[src/rtl/ifu_pc_pkg.sv]
// Shared definitions for the fetch unit: next-PC source encodings, reset PC, NOP and the IF/ID record.
package ifu_pc_pkg;

  typedef enum logic [1:0] {
    NPC_SEQ    = 2'b00,
    NPC_BRANCH = 2'b01,
    NPC_JUMP   = 2'b10,
    NPC_JR     = 2'b11
  } npc_sel_e;

  localparam logic [31:0] DEFAULT_RESET_PC = 32'h0000_3000;
  localparam logic [31:0] NOP              = 32'h0000_0000;

  typedef struct packed {
    logic [31:0] instr;
    logic [31:0] pc4;
    logic        valid;
  } ifid_t;

  // Word offset of a branch, sign-extended and scaled to bytes.
  function automatic logic [31:0] branch_offset(input logic [15:0] imm);
    return {{14{imm[15]}}, imm, 2'b00};
  endfunction

endpackage

[src/rtl/ifu_pc_npc.sv]
// Next-PC select: purely combinational; redirect targets are relative to the decode-stage pc+4.
module npc
  import ifu_pc_pkg::*;
(
  input  logic [31:0] ifid_pc4,
  input  logic [31:0] pc,
  input  logic [1:0]  npc_sel,
  input  logic        zero,
  input  logic [15:0] imm16,
  input  logic [25:0] target26,
  input  logic [31:0] ra,
  output logic [31:0] next_pc,
  output logic        taken
);

  npc_sel_e    sel;
  logic [31:0] seq_pc;
  logic [31:0] target;
  logic        unused_ra_low;

  assign sel           = npc_sel_e'(npc_sel);
  assign seq_pc        = pc + 32'd4;
  // JR targets are forced word-aligned; the dropped bits carry no meaning here.
  assign unused_ra_low = ^ra[1:0];

  always_comb begin
    target = seq_pc;
    taken  = 1'b0;
    unique case (sel)
      NPC_SEQ: begin
        target = seq_pc;
        taken  = 1'b0;
      end
      NPC_BRANCH: begin
        target = ifid_pc4 + branch_offset(imm16);
        taken  = zero;
      end
      NPC_JUMP: begin
        target = {ifid_pc4[31:28], target26, 2'b00};
        taken  = 1'b1;
      end
      NPC_JR: begin
        target = {ra[31:2], 2'b00};
        taken  = 1'b1;
      end
    endcase
  end

  assign next_pc = taken ? target : seq_pc;

endmodule

[src/rtl/ifu_pc.sv]
// Fetch unit: PC register plus IF/ID register; one-cycle fetch latency, one bubble per taken redirect.
// Stall freezes PC and IF/ID and ignores any redirect; reset overrides everything at the same edge.
module ifu_pc
  import ifu_pc_pkg::*;
#(
  parameter logic [31:0] RESET_PC = DEFAULT_RESET_PC
) (
  input  logic        clk,
  input  logic        rst,
  input  logic        stall,
  input  logic [1:0]  npc_sel,
  input  logic        zero,
  input  logic [15:0] imm16,
  input  logic [25:0] target26,
  input  logic [31:0] ra,
  input  logic [31:0] instr_in,
  output logic [31:0] pc,
  output logic [9:0]  im_addr,
  output logic [31:0] ifid_instr,
  output logic [31:0] ifid_pc4,
  output logic        ifid_valid
);

  logic [31:0] pc_q;
  ifid_t       ifid_q;
  logic [31:0] next_pc;
  logic        taken;

  npc u_npc (
    .ifid_pc4 (ifid_q.pc4),
    .pc       (pc_q),
    .npc_sel  (npc_sel),
    .zero     (zero),
    .imm16    (imm16),
    .target26 (target26),
    .ra       (ra),
    .next_pc  (next_pc),
    .taken    (taken)
  );

  always_ff @(posedge clk) begin
    if (rst) begin
      pc_q   <= RESET_PC;
      ifid_q <= '{instr: NOP, pc4: 32'd0, valid: 1'b0};
    end else if (!stall) begin
      pc_q       <= next_pc;
      ifid_q.pc4 <= pc_q + 32'd4;
      // The word fetched alongside a taken redirect is on the wrong path.
      if (taken) begin
        ifid_q.instr <= NOP;
        ifid_q.valid <= 1'b0;
      end else begin
        ifid_q.instr <= instr_in;
        ifid_q.valid <= 1'b1;
      end
    end
  end

  assign pc         = pc_q;
  assign im_addr    = pc_q[11:2];
  assign ifid_instr = ifid_q.instr;
  assign ifid_pc4   = ifid_q.pc4;
  assign ifid_valid = ifid_q.valid;

endmodule

[config.mk]
export PLATFORM = sky130hd
export DESIGN_NAME = ifu_pc
export DESIGN_NICKNAME = d
export VERILOG_FILES = /design/src/rtl/ifu_pc_pkg.sv /design/src/rtl/ifu_pc_npc.sv /design/src/rtl/ifu_pc.sv
export SDC_FILE = /design/constraint.sdc
export NUM_CORES = 1
export LEC_CHECK = 0
export BUFFER_PORTS_ARGS = -buffer_cell sky130_fd_sc_hd__buf_4
export CAP_MARGIN = 40
export CELL_PAD_IN_SITES_DETAIL_PLACEMENT = 1
export CELL_PAD_IN_SITES_GLOBAL_PLACEMENT = 2
export CORE_ASPECT_RATIO = 1.4
export CORE_MARGIN = 2
export CORE_UTILIZATION = 25
export CTS_CLUSTER_SIZE = 25
export DETAILED_ROUTE_END_ITERATION = 6
export PLACE_DENSITY_LB_ADDON = 0.1
export SYNTH_ARGS = -nofsm -noshare
export SYNTH_HDL_FRONTEND = slang
export SYNTH_SLANG_ARGS = --single-unit
export TNS_END_PERCENT = 10
[constraint.sdc]
create_clock -name clk -period 3.51 [get_ports clk]
set_clock_uncertainty 0.15 [all_clocks]
set_input_delay 0.1755 -clock clk [delete_from_list [all_inputs] [get_ports clk]]
set_output_delay 0.1755 -clock clk [all_outputs]
set_load 0.005 [all_outputs]
# --- Yosys cells after proc, flatten, opt, wreduce, memory -nomap -nowiden ---
# Cells that the tools add are included.
# W data, S select, Z words.
totals:
  input_bits: 112
  output_inout_bits: 107
  wordCells: 16
  register_bits: 97
classes:
  eq_ne: 3
  addsub: 2
  reduce_logical: 2
  n_mux: 5
op_table:
  columns: ["op", "count"]
  rows:
  - ["$pmux W32 S4", 1]
  - ["$mux W32", 2]
  - ["$add A32 B3 Y32 const B", 1]
  - ["$add A32 B32 Y32", 1]
  - ["$eq A2 B2 Y1 const B", 2]
  - ["$pmux W1 S3", 1]
  - ["$eq A2 B1 Y1 const B", 1]
  - ["$logic_not A2 Y1", 1]
  - ["$reduce_or A2 Y1", 1]
  - ["$mux W1", 1]

# --- Longest topological paths before layout ---
depth:
  depth_word: 4
  ltp_mapped: 11
  ltp_nobuf: 11

# --- Cells and area by module ---
# A second synthesis with hierarchy kept.
unflattened:
  hier_cells: 908
  area_unflattened_um2: 7191.9
by_module_without_submodules:
  columns: ["mod", "seq_area_each_um2", "area_per_inst_um2", "n_inst", "cells_each"]
  rows:
  - ["ifu_pc", 1941.9, 4137.7, 1, 460]
  - ["npc", 0.0, 3054.2, 1, 448]

# --- Worst setup path after synthesis ---
# No wires, ideal clock.
synth_timing:
  path_type: "reg-to-reg"
  from: "register ifid_q, in the netlist ifid_pc4[2]"
  to: "register pc_q[28] (netlist: pc[28])"
  stages_incl_launch_ff: 12
  t_arrival_ns: 2.445
  n_path_buf: 0
  setup_time_ns: 0.059
  t_required_ns: 3.301
  setup_slack_ns: 0.856
  period_less_slack_ns: 2.654
  cell_sequence: "dfxtp_1 -> ha_1 -> inv_1 -> fa_1 -> nand2b_1 -> a21oi_1 -> o21a_1 -> a21oi_1 -> o2111ai_1 -> or3b_2 -> mux2_2 -> nand2_1"
synth_via:
  elab_chain_cells: 3
synth_rtl:
  columns: ["item", "line_no", "text"]
  rows:
  - ["from (decl)", "ifu_pc.sv:25", "ifid_t ifid_q;"]
  - ["from (signal assigned)", "ifu_pc.sv:44", "ifid_q <= '{instr: NOP, pc4: 32'd0, valid: 1'b0};"]
  - ["$add A32 B32 Y32", "ifu_pc_npc.sv:35", "target = ifid_pc4 + branch_offset(imm16);"]
  - ["$pmux W32 S4", "ifu_pc_npc.sv:29", "unique case (sel)"]
  - ["$mux W32", "ifu_pc_npc.sv:49", "assign next_pc = taken ? target : seq_pc;"]
  - ["to (signal assigned)", "ifu_pc.sv:46", "pc_q <= next_pc;"]
  - ["to (decl)", "ifu_pc.sv:24", "logic [31:0] pc_q;"]
# No other way between the ends.
# A chain may end at the register's enable or synchronous reset.

# --- Worst setup path in the final report ---
layout_timing:
  from: "register ifid_q, in the netlist ifid_pc4[3]"
  to: "register pc_q[29] (netlist: pc[29])"
# The elaborated chain is that of the path after synthesis.

==> results.txt <==
status -> finished clean
delay-heaviest family, CP -> compound AO/OA/AOI/OAI gates
synthesized area -> 0.00679 mm2
Hold WC Path Type -> input port to register
largest net degree at the start of global routing -> 49
ys async rst share -> 0%
Stages on worst setup path -> 10
Slew Viols, Final -> 0
post-layout util -> 34.5%
Iter 0 DRT Violations -> 274
WP data arrival -> 3310 ps
DIE AREA -> 0.0285 mm2
core area -> 0.0268 mm2
fmax -> 313 MHz
leak pwr -> 4.10 nW
# nets final -> 1258
Top FF cell, synth -> dfxtp_1
Cell Rows -> 71
Worst path max stage delay -> 650 ps
Vias/cell -> 5.04
I/O pins -> 219
met3 Track Usage GR -> 3.42%
Clk Latency, worst-skew pair -> 370 ps
first-pass GRT wire length -> 45.2 mm
drt wl/cell -> 20.1 um
Chip Height -> 199 um
top cell type by total area after synthesis -> dfxtp_1
RSZ-0062 raised after global routing -> false
initial antenna violation count -> 0
PwrDens -> 334 mW/mm2
sequential area share after synthesis -> 28.6%
worst path bufs/invs -> 1
fraction of layout cells with a size suffix above 1 -> 25.3%
Synth top cells by count -> 125 x a21oi_1, 118 x nor2_1, 97 x dfxtp_1, 90 x nand2_1, 51 x o21ai_0
worst r2r src -> ifid_pc4[3]
Final Cycle Share -> 91.0%
Place WS -> 393 ps
WHS -> 11.7 ps
TNS Setup -> 0 ps
post_cts resized -> 0
total number of vias -> 7488
area share of the largest cell type after synthesis -> 28.6%
post-route ant nets -> 0
CTS Hold Bufs -> 22
most frequent CP cell -> a21oi_1
r2r endpoint -> pc[29]
post-detail-place hpwl -> 22.3 mm
Worst VDD drop -> 0.000214 V
minimum clock period -> 3190 ps
antenna diode count -> 0
met2 GRT Util -> 39.2%
CP Class -> register to register
vias in the first global route -> 7791
most common cell in the netlist -> a21oi_1
Post-Synthesis Cells -> 909
Req. time, crit path -> 3620 ps
Crit. Startpoint -> ifid_pc4[3]
Max-Cap Viols -> 0
Critical path destination -> pc[29]
clock sinks -> 97
CTS Buffer Depth -> 2
Reg2Reg Setup Slack -> 320 ps
largest cells by area after synthesis -> dfxtp_1 29%, a21oi_1 9.2%, nor2_1 6.5%, ha_1 5.5%, nand2_1 5.0%
Synth warnings -> 0
Synth Register Bits -> 97
depth of the CTS H-tree -> 3
CTS Buf Count -> 9
Worst Max-Slew Pin Slew -> 732 ps
PortBufs -> 216
Post-Route WL -> 29.8 mm
Max transition margin -> 49.9%
synthesized area per cell -> 7.47 um2
crit path cell chain -> ha_1 -> a21oi_1 -> nand4b_1 -> a21oi_1 -> a211oi_1 -> buf_4 -> a2111oi_0 -> o21ai_0 -> nand3b_1 -> a21oi_1
starting density of the core -> 25.3%
gr usage total -> 20.8%
gr ovfl total -> 0
DRC viols -> 0
Finish-stage setup viols -> 0
final setup margin -> 316 ps
worst-path fanout max -> 4
R2R depth -> 10
number of synthesized flops with an enable pin -> 0
met1 Usage GRT -> 24.2%
syn nets -> 1052
library cells used by synthesis -> 74
Clk Tree Root Cell -> clkbuf_16
Chip Width -> 143 um
Total Power -> 3.09 mW
drt pass-1 iters -> 4
CP max-delay cell -> a2111oi_0
post-CTS setup buffer count -> 0
kind of end point of the critical path -> register
Startpoint Class -> register
Area Overhead vs Synth -> 36.5%
Top Usage Layer GRT -> met2
hold violation total from the final report -> 0
CTS clk-pin slew, worst paths -> 80 ps
CTS tree -> yes
Final GP Congestion -> 0.808
metrics by stage:
step | cell area [um2] | std cells
final | 9260 | 1485
after detailed placement | 8750 | 1447
after floorplan | 6790 | 909
after CTS | 9260 | 1485
after global placement | 8750 | 1447
after global routing | 9260 | 1485
registers in the layout, summed over array words and instances, names as in the netlist:
name and cells:
ifid_pc4 32, pc 32, ifid_valid 1, ifid_instr 32
tightest hold or removal path, stage by stage:
cell and delay (ps):
buf_4 80, and3_1 130, a21oi_1 40, nor2_1 70
routing by layer:
layer / part of all wire [%] / wire [um]
met1: 41 / 12400
met2: 53 / 15800
met3: 4.1 / 1230
met4: 1.5 / 452
met5: 0 / 0
how the worst min path moves through the flow:
stage | end | start | slack (ps) | cells past startpoint
global route | ifid_instr[9] | instr_in[9] | 20 | 4
global placement | ifid_valid | ifid_valid | 310 | 2
finish | ifid_instr[3] | instr_in[3] | 10 | 4
floorplan | pc[22] | target26[20] | 250 | 2
CTS | ifid_instr[10] | instr_in[10] | 0.2 | 4
detailed placement | ifid_valid | ifid_valid | 320 | 2
power breakdown:
group	internal, mW	switching (mW)
clock network	0.519	0.542
registers	1.15	0.0698
logic	0.379	0.429
total	2.05	1.04
logic make-up (layout without fill, tap and decap cells):
| logic type | Yosys count | in the layout | synth area share (%) |
|---|---|---|---|
| simple gates | 341 | 341 | 24.3 |
| compound gates | 277 | 277 | 24.9 |
| flops | 97 | 97 | 28.6 |
| fa+ha+maj | 31 | 31 | 5.83 |
| xor+xnor | 48 | 48 | 6.19 |
| buf+inv | 84 | 295 | 5.44 |
| mux | 31 | 31 | 4.74 |
cell type report:
type | count | area, um2
fill | 3344 | 17600
multi-input combinational | 728 | 4480
timing repair buffer | 262 | 2020
sequential | 97 | 1940
tap | 365 | 457
clock buffer | 10 | 239
inverter | 17 | 63.8
clock inverter | 6 | 56.3
cell usage in the layout, fill, tap and decap left out, types with 22 or more instances in the layout:
cell type / instances
a21oi_1: 125
dlygate4sd3_1: 22
ha_1: 30
mux2i_1: 22
nand3_1: 24
buf_4: 240
nand2_1: 90
nor2_1: 117
and3_1: 41
o21ai_0: 51
xnor2_1: 31
dfxtp_1: 97
Note: power is estimated with default switching activity, not from simulation.
